$ cat src/rtl/crc8_frame_ctrl.sv
// Byte sequencer for a bit-serial CRC-8 LFSR: shifts each framed byte LSB-first,
// forwards it downstream, then appends the CRC (generate) or flags the residue (check).
module crc8_frame_ctrl #(
  parameter bit         CHECK_MODE = 1'b0,
  parameter logic [7:0] POLY       = 8'h1D,
  parameter logic [7:0] INIT       = 8'hFF
) (
  input  logic       clk,
  input  logic       rst,
  input  logic       abort,
  input  logic       in_valid,
  input  logic [7:0] in_data,
  input  logic       in_last,
  output logic       in_ready,
  output logic       out_valid,
  output logic [7:0] out_data,
  output logic       out_last,
  input  logic       out_ready,
  output logic [7:0] crc_value,
  output logic       crc_done,
  output logic       crc_ok,
  output logic       busy
);

  localparam int unsigned W  = 8;
  localparam int unsigned CW = 3;

  typedef enum logic [1:0] {IDLE, SHIFT, EMIT, APPEND} state_t;

  state_t        state, state_d;
  logic [W-1:0]  lfsr, lfsr_d;
  logic [CW-1:0] cnt, cnt_d;
  logic [W-1:0]  byte_q, byte_d;
  logic          last_q, last_d;
  logic [W-1:0]  out_data_d;
  logic          out_last_d, out_valid_d, in_ready_d, busy_d, crc_done_d, crc_ok_d;

  function automatic logic [W-1:0] lfsr_step(input logic [W-1:0] s, input logic b);
    logic fb;
    fb = s[W-1] ^ b;
    return {s[W-2:0], 1'b0} ^ ({W{fb}} & POLY);
  endfunction

  // Running CRC is the LFSR read out bit-reversed (reflected output).
  for (genvar i = 0; i < W; i++) begin : g_rev
    assign crc_value[i] = lfsr[W-1-i];
  end

  always_comb begin
    state_d    = state;
    lfsr_d     = lfsr;
    cnt_d      = cnt;
    byte_d     = byte_q;
    last_d     = last_q;
    out_data_d = out_data;
    out_last_d = out_last;
    crc_done_d = 1'b0;
    crc_ok_d   = crc_ok;

    unique case (state)
      IDLE: begin
        if (in_valid) begin
          byte_d  = in_data;
          last_d  = in_last;
          cnt_d   = '0;
          state_d = SHIFT;
        end
      end
      SHIFT: begin
        lfsr_d = lfsr_step(lfsr, byte_q[cnt]);
        cnt_d  = cnt + CW'(1);
        if (cnt == CW'(7)) begin
          state_d    = EMIT;
          out_data_d = byte_q;
          out_last_d = last_q & CHECK_MODE;
        end
      end
      EMIT: begin
        if (out_ready) begin
          if (!last_q) begin
            state_d = IDLE;
          end else if (!CHECK_MODE) begin
            state_d    = APPEND;
            out_data_d = crc_value;
            out_last_d = 1'b1;
          end else begin
            crc_done_d = 1'b1;
            crc_ok_d   = (lfsr == '0);
            lfsr_d     = INIT;
            state_d    = IDLE;
          end
        end
      end
      APPEND: begin
        if (out_ready) begin
          crc_done_d = 1'b1;
          lfsr_d     = INIT;
          state_d    = IDLE;
        end
      end
      default: state_d = IDLE;
    endcase

    // Abort discards the frame in progress; crc_ok keeps its last verdict.
    if (abort) begin
      state_d    = IDLE;
      lfsr_d     = INIT;
      crc_done_d = 1'b0;
      crc_ok_d   = crc_ok;
    end

    out_valid_d = (state_d == EMIT) || (state_d == APPEND);
    in_ready_d  = (state_d == IDLE);
    busy_d      = (state_d != IDLE);
  end

  always_ff @(posedge clk or posedge rst) begin
    if (rst) begin
      state     <= IDLE;
      lfsr      <= INIT;
      cnt       <= '0;
      byte_q    <= '0;
      last_q    <= 1'b0;
      out_valid <= 1'b0;
      out_data  <= '0;
      out_last  <= 1'b0;
      in_ready  <= 1'b1;
      busy      <= 1'b0;
      crc_done  <= 1'b0;
      crc_ok    <= 1'b0;
    end else begin
      state     <= state_d;
      lfsr      <= lfsr_d;
      cnt       <= cnt_d;
      byte_q    <= byte_d;
      last_q    <= last_d;
      out_valid <= out_valid_d;
      out_data  <= out_data_d;
      out_last  <= out_last_d;
      in_ready  <= in_ready_d;
      busy      <= busy_d;
      crc_done  <= crc_done_d;
      crc_ok    <= crc_ok_d;
    end
  end

endmodule
$ cat config.mk
export PLATFORM = sky130hd
export DESIGN_NAME = crc8_frame_ctrl
export DESIGN_NICKNAME = d
export VERILOG_FILES = /design/src/rtl/crc8_frame_ctrl.sv
export SDC_FILE = /design/constraint.sdc
export NUM_CORES = 1
export LEC_CHECK = 0
export BUFFER_PORTS_ARGS = -buffer_cell sky130_fd_sc_hd__buf_4
export CAP_MARGIN = 20
export CORE_ASPECT_RATIO = 1.5
export CORE_MARGIN = 8
export CORE_UTILIZATION = 53
export DETAILED_ROUTE_END_ITERATION = 6
export PLACE_DENSITY_LB_ADDON = 0.1
export SLEW_MARGIN = 20
export SYNTH_ARGS = -nofsm -noshare
export SYNTH_HDL_FRONTEND = slang
export SYNTH_SLANG_ARGS = --single-unit
$ cat constraint.sdc
create_clock -name clk -period 2.15 [get_ports clk]
set_clock_uncertainty 0.1 [all_clocks]
set_input_delay 0 -clock clk [delete_from_list [all_inputs] [get_ports clk]]
set_output_delay 0 -clock clk [all_outputs]
set_load 0.005 [all_outputs]
==> impl_metrics.csv <==
group,metric,value,unit
die,ios,36,
sta,finalSetupTns,0,ns
detailed_routing,post_drt_wl_per_cell,15.96,um
pwr,cellInternalPower,1.127,mW
synth,yosysSeqAreaShare,0.5552,
final_layout,diodes,0,
grt,antenna_found_initial,0,
clock_tree,cts_root_buf,"clkbuf_8",
synth,ys_types,32,
synth,syn_inst,133,
setup_path,crit_path_start_kind,"register",
sta,final-hold-violation-count,0,
clock_tree,ctsHtreeMaxLevel,2,
final_layout,areaGrowthSynthToFinish,31.56,%
synth,yosys_warnings,0,
final_layout,final_util,0.7292,
grt,grt_pass1_wl,6072,um
place,dp_hpwl,2627,um
die,die_area,5064,um2
pwr,pwr-share-seq,0.520,
final_layout,fillers,226,
detailed_routing,dr_total_vias,1138,
setup_path,r2r-end,"busy$_DFF_PP0_",
pwr,switchingPower,397.8,uW
synth,synth_area_leader_cell,"dfrtp_1",
clock_tree,hold_buffers,14,
pwr,power_density,725.5,nW/um2
grt,grt_pass1_vias,1253,
clock_tree,cts_setup_buffers,0,
clock_tree,cts_resized,0,
run,cap_violations,0,
die,die_h,83.25,um
place,place_congestion,0.8282,
detailed_routing,ant_nets,0,
setup_path,r2r_slack,0.26,ns
clock_tree,clockBufferDepth,2,
setup_path,crit_required,2.22,ns
final_layout,multiInputGateArea,670.6,um2
setup_path,crit_arrival,1.97,ns
grt,grt-ovfl-total,0,
detailed_routing,drc,0,
clock_tree,cts_tree,"done",
sta,final.min_clock_period,1.893,ns
detailed_routing,wl,3544,um
sta,post-route-period-util,0.8807,
clock_tree,cts.clk_slew.worst_paths,0.06,ns
clock_tree,cts_buffers,5,
die,start_util,0.5543,
pwr,total_power,1.525,mW
die,num_rows,24,
final_layout,drive_above_1_share,0.2896,
setup_path,worstRegToRegCells,6,
grt,track_usage,0.1609,
sta,rsz0062_at_grt,"false",
status,status,"completed",
pwr,pwr-share-clk,0.294,
detailed_routing,drtPass1Iterations,4,
place,port_buffers,34,
final_layout,nets,198,
sta,max_freq,528.1,MHz
setup_path,path_class,"register to register",
detailed_routing,drt-vias-per-instance,5.126,
synth,synth_top_cell_area_share,0.4072,
synth,syn_area,1598,um2
detailed_routing,drt_iter0_drc,12,
setup_path,end_kind,"register",
synth,ys_ff_latch,35,
sta,slew_viol_final,0,
pwr,irDropWorstVdd,714.6,uV
final_layout,seq_area,887.1,um2
clock_tree,cts_sinks,35,
synth,yosys-top-cells-area,"dfrtp_1 41%, dfstp_2 15%, mux2_1 6.3%, mux2i_1 5.0%, mux4_1 3.3%",
die,fp.dieW,60.83,um
pwr,pwr-share-comb,0.186,
pwr,p_leak,0.9634,nW
setup_path,worstReg2RegStart,"cnt[0]$_DFFE_PP0P_",
pwr,switching_share,0.2608,
synth,syn_avg_cell_area,12.01,um2
setup_path,cp_max_fo,18,
die,core-area,2883,um2
synth,syn_nets,149,
sta,setup_viol,0,
min_path,hp-class,"input port to async pin",
clock_tree,clk_latency,0.28,ns
grt,grt_max_degree,36,
-- state kept, by name (all words and copies together) (netlist names) --
name	count
last_q	1
state	2
out_last	1
lfsr	8
out_valid	1
crc_done	1
byte_q	8
in_ready	1
out_data	8
cnt	3
busy	1
-- synthesized netlist by cell type, drive strengths merged --
library cell  count
buf               5
nand3             1
clkbuf            3
and3              1
nor3b             1
mux4              2
nor2b             4
mux2i             9
a211oi            1
a22o              2
o21ai            10
nand2            12
or2               1
a21oi             6
xor2              1
a21o              1
nor2              7
o22a              4
dfrtp            26
mux2             10
nor3              1
xnor2             6
dfstp             9
nand2b            5
conb              1
inv               1
ha                2
o21bai            1
-- critical path: stages (launching register included) --
cell      delay, ns
dfrtp_1        0.45
ha_1           0.24
ha_1           0.18
nand2b_1       0.10
mux2_2         0.35
a21oi_1        0.15
or2_1          0.22
-- placed cells by master, fill, tap and decap left out, types with 4 or more instances in the layout --
cell type / n
xnor2_1: 6
mux2_1: 9
nor2_1: 7
nand2b_1: 5
o22a_1: 4
a21oi_1: 6
dfstp_2: 9
clkbuf_8: 5
dlygate4sd3_1: 14
nand2_1: 12
buf_4: 36
o21ai_1: 10
mux2i_1: 8
dfrtp_1: 26
nor2b_1: 4
-- cell type report --
type,instances,share of cell area
tap,39,0.02321
clock inverter,1,0.002381
clock buffer,7,0.03631
inverter,1,0.001786
sequential,35,0.4220
multi-input combinational,89,0.3190
timing repair buffer,50,0.1952
-- metrics by stage --
stage          instance area [um2]  cells  worst slack, ns  hold slack (ns)
6_report                      2102    222           0.2565           0.2795
5_1_grt                       2102    222           0.1214           0.3395
4_1_cts                       2102    222           0.2578           0.2800
3_5_place_dp                  1881    200           0.2649          0.03227
3_3_place_gp                  1881    200           0.3331          0.01759
2_1_floorplan                 1598    133           0.5227         -0.03686
-- power groups by stage --
stage          sequential, mW  clock (mW)  combinational (mW)
2_1_floorplan           0.788           0               0.171
3_3_place_gp            0.802           0               0.262
3_5_place_dp            0.805           0               0.269
4_1_cts                 0.794       0.460               0.289
5_1_grt                 0.804       0.492               0.316
6_report                0.794       0.448               0.284
-- per-layer routing --
layer	wire length [um]	global-route usage	vias to the layer above
met5	0	0	-
met4	60	0.06823	0
met3	170	0.05401	7
met2	2019	0.2744	25
met1	1293	0.1692	550
li1	-	-	556
-- logic make-up after synthesis --
group | share of synthesized area
and+or+nand+nor | 0.09867
muxes | 0.1676
other | 0.002347
DFF | 0.5552
adders and majority gates | 0.01566
buffers and inverters | 0.02506
xor gates and xnor gates | 0.03837
AOI/OAI and AO/OA | 0.09711
-- how the worst max path moves through the flow --
stage	startpoint	endpoint	slack [ns]	cells past startpoint
6_report	cnt[0]$_DFFE_PP0P_	busy$_DFF_PP0_	0.26	6
5_1_grt	cnt[0]$_DFFE_PP0P_	busy$_DFF_PP0_	0.12	6
4_1_cts	cnt[0]$_DFFE_PP0P_	busy$_DFF_PP0_	0.26	6
3_5_place_dp	cnt[0]$_DFFE_PP0P_	busy$_DFF_PP0_	0.26	6
3_3_place_gp	cnt[0]$_DFFE_PP0P_	busy$_DFF_PP0_	0.33	6
2_1_floorplan	cnt[0]$_DFFE_PP0P_	busy$_DFF_PP0_	0.52	6
No activity file was read; power rests on OpenSTA's default activity.
